### src/rtl/div_arbiter.sv
// Round-robin front end that shares one radix-4 SRT divider among NREQ requesters.
// Each transaction: grant, clear the divider, launch it, wait for done, hold the response.
module div_arbiter #(
    parameter int unsigned N    = 32,
    parameter int unsigned NREQ = 4,
    localparam int unsigned IDW = $clog2(NREQ)
) (
    input  logic              clk,
    input  logic              rst,
    input  logic [NREQ-1:0]   reqValid,
    output logic [NREQ-1:0]   reqReady,
    input  logic [NREQ*N-1:0] reqX,
    input  logic [NREQ*N-1:0] reqY,
    input  logic [NREQ-1:0]   reqSigned,
    output logic              divRst,
    output logic              divStart,
    output logic [N-1:0]      divX,
    output logic [N-1:0]      divY,
    output logic              divSigned,
    input  logic [N-1:0]      divQ,
    input  logic [N-1:0]      divR,
    input  logic              divDone,
    input  logic              divDivByZero,
    output logic              respValid,
    input  logic              respReady,
    output logic [IDW-1:0]    respId,
    output logic [N-1:0]      respQ,
    output logic [N-1:0]      respR,
    output logic              respDivByZero,
    output logic              busy
);

    localparam logic [2:0] S_IDLE   = 3'd0;
    localparam logic [2:0] S_CLEAR  = 3'd1;
    localparam logic [2:0] S_LAUNCH = 3'd2;
    localparam logic [2:0] S_WAIT   = 3'd3;
    localparam logic [2:0] S_RESP   = 3'd4;

    logic [2:0]     r_state;
    logic [2:0]     w_next_state;
    logic [IDW-1:0] r_last;
    logic [N-1:0]   r_op_x;
    logic [N-1:0]   r_op_y;
    logic           r_op_signed;
    logic [IDW-1:0] r_op_id;

    logic           w_grant_vld;
    logic [IDW-1:0] w_grant_id;
    logic [IDW-1:0] w_idx;
    logic [N-1:0]   w_x_arr [NREQ];
    logic [N-1:0]   w_y_arr [NREQ];

    for (genvar gi = 0; gi < NREQ; gi++) begin : g_unpack
        assign w_x_arr[gi] = reqX[gi*N +: N];
        assign w_y_arr[gi] = reqY[gi*N +: N];
    end

    // Round-robin search starting one past the last granted requester
    always_comb begin
        w_grant_vld = 1'b0;
        w_grant_id  = '0;
        w_idx       = r_last;
        for (int unsigned k = 1; k <= NREQ; k++) begin
            w_idx = IDW'((32'(r_last) + k) % NREQ);
            if (!w_grant_vld && reqValid[w_idx]) begin
                w_grant_vld = 1'b1;
                w_grant_id  = w_idx;
            end
        end
    end

    // Next state and decoded outputs
    always_comb begin
        w_next_state = r_state;
        reqReady     = '0;
        divRst       = ~rst;
        divStart     = 1'b0;
        divX         = '0;
        divY         = '0;
        divSigned    = 1'b0;
        respValid    = 1'b0;
        busy         = 1'b1;
        case (r_state)
            S_IDLE: begin
                busy = 1'b0;
                if (rst && w_grant_vld) begin
                    reqReady     = NREQ'(1) << w_grant_id;
                    w_next_state = S_CLEAR;
                end
            end
            S_CLEAR: begin
                divRst       = 1'b1;
                divX         = r_op_x;
                divY         = r_op_y;
                divSigned    = r_op_signed;
                w_next_state = S_LAUNCH;
            end
            S_LAUNCH: begin
                divStart     = rst;
                divX         = r_op_x;
                divY         = r_op_y;
                divSigned    = r_op_signed;
                w_next_state = S_WAIT;
            end
            S_WAIT: begin
                divX      = r_op_x;
                divY      = r_op_y;
                divSigned = r_op_signed;
                if (divDone) begin
                    w_next_state = S_RESP;
                end
            end
            S_RESP: begin
                respValid = 1'b1;
                if (respReady) begin
                    w_next_state = S_IDLE;
                end
            end
            default: begin
                w_next_state = S_IDLE;
            end
        endcase
    end

    always_ff @(posedge clk) begin
        if (!rst) begin
            r_state       <= S_IDLE;
            r_last        <= IDW'(NREQ - 1);
            r_op_x        <= '0;
            r_op_y        <= '0;
            r_op_signed   <= 1'b0;
            r_op_id       <= '0;
            respId        <= '0;
            respQ         <= '0;
            respR         <= '0;
            respDivByZero <= 1'b0;
        end else begin
            r_state <= w_next_state;
            if (r_state == S_IDLE && w_grant_vld) begin
                r_last      <= w_grant_id;
                r_op_x      <= w_x_arr[w_grant_id];
                r_op_y      <= w_y_arr[w_grant_id];
                r_op_signed <= reqSigned[w_grant_id];
                r_op_id     <= w_grant_id;
            end
            if (r_state == S_WAIT && divDone) begin
                respQ         <= divQ;
                respR         <= divR;
                respDivByZero <= divDivByZero;
                respId        <= r_op_id;
            end
        end
    end

endmodule

### config.mk
export PLATFORM = sky130hd
export DESIGN_NAME = div_arbiter
export DESIGN_NICKNAME = d
export VERILOG_FILES = /design/src/rtl/div_arbiter.sv
export SDC_FILE = /design/constraint.sdc
export NUM_CORES = 1
export LEC_CHECK = 0
export CAP_MARGIN = 10
export CORE_AREA = 2 2 184 186
export CTS_BUF_LIST = sky130_fd_sc_hd__clkbuf_16
export DETAILED_ROUTE_END_ITERATION = 10
export DIE_AREA = 0 0 186 188
export PLACE_DENSITY = 0.59
export SYNTH_ARGS = -nofsm -noshare
export SYNTH_HDL_FRONTEND = slang
export SYNTH_SLANG_ARGS = --single-unit
### constraint.sdc
create_clock -name clk -period 2.49 [get_ports clk]
set_input_delay 0.498 -clock clk [delete_from_list [all_inputs] [get_ports clk]]
set_output_delay 0.498 -clock clk [all_outputs]
set_load 0.02 [all_outputs]
==> results_dict.tcl, run 1 <==
set metrics [dict create \
    status "complete, no violations" \
    syn_nets 1211 \
    ys_dominant_reg_cell "dfxtp_1" \
    clockBufferDepth 2 \
    grt_max_degree 69 \
    die_y_um 188 \
    clk_pin_slew_ns 0.06 \
    r2r_start "r_last[1]" \
    cts.hold.buffers_added 0 \
    core_area_um2 33100 \
    first_global_vias 8451 \
    seq_area_frac_synth_pct 38.2 \
    drt-total-wl_mm 34.0 \
    fmax_mhz 417 \
    relSlewSlack_pct 61.8 \
    r2r-end "r_op_y[5]" \
    synth.most_common_cell "nand2_1" \
    cp.depth 6 \
    power-per-cell-area_nw_per_um2 579 \
    p_comb_share_pct 33.0 \
    finClkSkew_ns 0.0103 \
    start_kind "input pin" \
    p_clk_share_pct 33.8 \
    synth.top_cell.area_share_pct 38.2 \
    period_share_pct 96.4 \
    p_leak_nw 5.13 \
    synth_edf_count 0 \
    worst_setup_path_end_kind "output pin" \
    avgSynthCellArea_um2 8.29 \
    io_buffers 472 \
    cp-startpoint "reqValid[0]" \
    initial_utilization_pct 22.0 \
    die_area_um2 35000 \
    cts_tree "done" \
    root_buffer "clkbuf_16" \
    grt-ovfl-total 0 \
    yosys_warnings 0 \
    syn_inst 878 \
    synthArstFlopShare_pct 0 \
    finalMaxSlewViolations 0 \
    syn_to_final_growth_pct 81.0 \
    drive_gt1_share_pct 8.74 \
    endpoint "reqReady[0]" \
    yosysUniqueCellTypes 46 \
    grt_pass1_wl_mm 49.5 \
    cp_top_family "buffers and inverters" \
    setup_ws_ns 0.0894 \
    p_total_mw 7.63 \
    gp_congestion 0.781 \
    path_cells "clkdlybuf4s50_1, buf_4, nand3b_1, o211ai_4, and3_1, buf_4" \
    hold_path.class "reg -> reg" \
    hold_violations 0 \
    worst-path-buf-inv 3 \
    intPower_mw 5.18 \
    ios 473 \
    insertion_delay_ns 0.44 \
    grtUsageTotal_pct 18.9 \
    detail-route-antenna-nets 0 \
    ys_ff_latch 139 \
    place_ws_ns -0.151 \
    crit_path_max_fanout 4 \
    h-tree-depth 4 \
    vias 8239 \
    crit_slowest_cell "clkdlybuf4s50_1" \
    cp_common_cell "buf_4" \
    rows 67 \
    cap_violations 0 \
    reg2reg_depth 7 \
    switchingPower_mw 2.45 \
    seq_power_share_pct 33.3 \
    critical_path_class "in -> out" \
    arrival_ns 1.90 \
    cts_made_buffers 17 \
    min_period_ns 2.40 \
    routedWlPerCell_um 19.0 \
    ys_top_cells_by_area "dfxtp_1, nand2_1, a221oi_1" \
    viasPerCell 4.60 \
    netlist_area_um2 7280 \
    finalSetupViolCount 0 \
    dp_hpwl_mm 25.3 \
    ir_drop_v 0.000449 \
    tightest_slew_ns 0.572 \
    crit_required_ns 1.99 \
    rsz0062_at_grt "false" \
    clkSinkCount 139 \
    yosys-top-cells-count "nand2_1, dfxtp_1, o21ai_0" \
    critical_path.max_stage_delay_ns 0.54 \
    die_x_um 186 \
    ff2ff_setup_slack_ns 0.50 \
    antenna_found_initial 6 \
    drt-initial-drc-count 291 \
    yosysTopAreaCell "dfxtp_1" \
    first_pass_iters 6 \
    switching_share_pct 32.1 \
    layout.nets 1659 \
    drt_drc_violations_left 0 \
]
## layer usage
layer  GRT usage, %  vias up  routed length (um)
met5              0        -                  13
met4           9.09        2                1050
met3           6.39       52                3030
met2           32.2      356               16500
met1           20.8     3842               13400
li1               -     3987                   -
## cell type report
| class | count | area, um2 |
|---|---|---|
| Clock inverter | 15 | 146 |
| Multi-Input combinational cell | 650 | 4130 |
| Fill cell | 3405 | 19900 |
| Antenna cell | 5 | 12.5 |
| Tap cell | 448 | 561 |
| Sequential cell | 139 | 2790 |
| Timing Repair Buffer | 513 | 5100 |
| Clock buffer | 17 | 425 |
| Inverter | 5 | 18.8 |
## tightest hold or removal path: stages, from the launching register on
cell and delay [ns]:
dfxtp_1 0.31, nand2_1 0.05, a21boi_1 0.05
## flip-flops by register name, indices dropped and copies added (netlist names), 2 cells and up
register	count
r_op_y	32
respId	2
r_last	2
r_op_id	2
r_state	3
respR	32
respQ	32
r_op_x	32
## through the flow
step           hold WS (ns)  util (%)  setup TNS [ns]  instances  cell area [um2]
6_report              0.452      39.8               0       1792            13200
5_1_grt               0.464      39.8               0       1792            13200
4_1_cts               0.454      39.7               0       1786            13200
3_5_place_dp          0.445      38.2           -3.51       1753            12700
3_3_place_gp          0.440      38.2           -2.09       1753            12700
2_1_floorplan         0.435         -               0        878             7280
## repair_timing
action                                 CTS  global route
buffers inserted                         1             1
endpoints found under the hold margin    0             0
setup endpoints to repair               72            63
gates resized for setup                 76            14
cloned                                   0             0
pin swaps                                1             3
## placed cells by master (no fill, tap or decap), drive strengths merged, types with 2 or more instances in the layout
cell type,instances
clkinvlp,2
clkdlybuf4s15,5
clkinv,8
diode,5
o211ai,3
and3,4
nand3,2
o21ai,69
nand2,163
mux2i,42
clkbuf,20
buf,45
o22ai,2
and2,68
inv,8
clkdlybuf4s50,397
nand2b,4
dlygate4sd2,62
dfxtp,139
mux2,24
nor2,9
a21oi,68
a221oi,65
or2,44
a21boi,69
bufinv,2
## power by group through the flow
stage | Clock [mW] | Sequential [mW] | Combinational (mW)
2_1_floorplan | 0 | 2.57 | 1.28
3_3_place_gp | 0 | 2.57 | 2.61
3_5_place_dp | 0 | 2.58 | 2.62
4_1_cts | 2.68 | 2.53 | 2.54
5_1_grt | 2.75 | 2.56 | 2.72
6_report | 2.58 | 2.54 | 2.52
## cell families (layout without fill, tap and decap cells)
family	Yosys count	count (layout)	synth area share (%)
flops	139	139	38.2
other cells	0	5	0
simple gates	301	301	20.2
compound gates	283	283	26.1
mux	66	66	9.49
buf+inv	89	550	5.98
## worst min-delay path by stage
| stage | from | to | slack, ns | cells past startpoint |
|---|---|---|---|---|
| floorplan | r_op_id[0] | r_op_id[0] | 0.44 | 2 |
| global placement | respQ[8] | respQ[8] | 0.44 | 2 |
| detailed placement | respQ[8] | respQ[8] | 0.44 | 2 |
| CTS | respQ[8] | respQ[8] | 0.45 | 2 |
| global route | respQ[8] | respQ[8] | 0.46 | 2 |
| finish | respQ[5] | respQ[5] | 0.45 | 2 |
No activity file was read; power rests on OpenSTA's default activity.
==> inputs of run 2 (changes only) <==
--- a/config.mk
+++ b/config.mk
@@ -10,6 +10,7 @@
 export CTS_BUF_LIST = sky130_fd_sc_hd__clkbuf_16
 export DETAILED_ROUTE_END_ITERATION = 10
 export DIE_AREA = 0 0 186 188
+export HOLD_SLACK_MARGIN = 0.08
 export PLACE_DENSITY = 0.59
 export SYNTH_ARGS = -nofsm -noshare
 export SYNTH_HDL_FRONTEND = slang
==> results of run 2 <==
Same layout as run 1: the final DEF is identical, and so are final timing and power.
==> inputs of run 3 (changes only) <==
--- a/config.mk
+++ b/config.mk
@@ -8,6 +8,7 @@
 export CAP_MARGIN = 10
 export CORE_AREA = 2 2 184 186
 export CTS_BUF_LIST = sky130_fd_sc_hd__clkbuf_16
+export CTS_CLUSTER_DIAMETER = 30
 export DETAILED_ROUTE_END_ITERATION = 10
 export DIE_AREA = 0 0 186 188
 export HOLD_SLACK_MARGIN = 0.08
==> results of run 3 <==
Same layout as run 1: the final DEF is identical, and so are final timing and power.
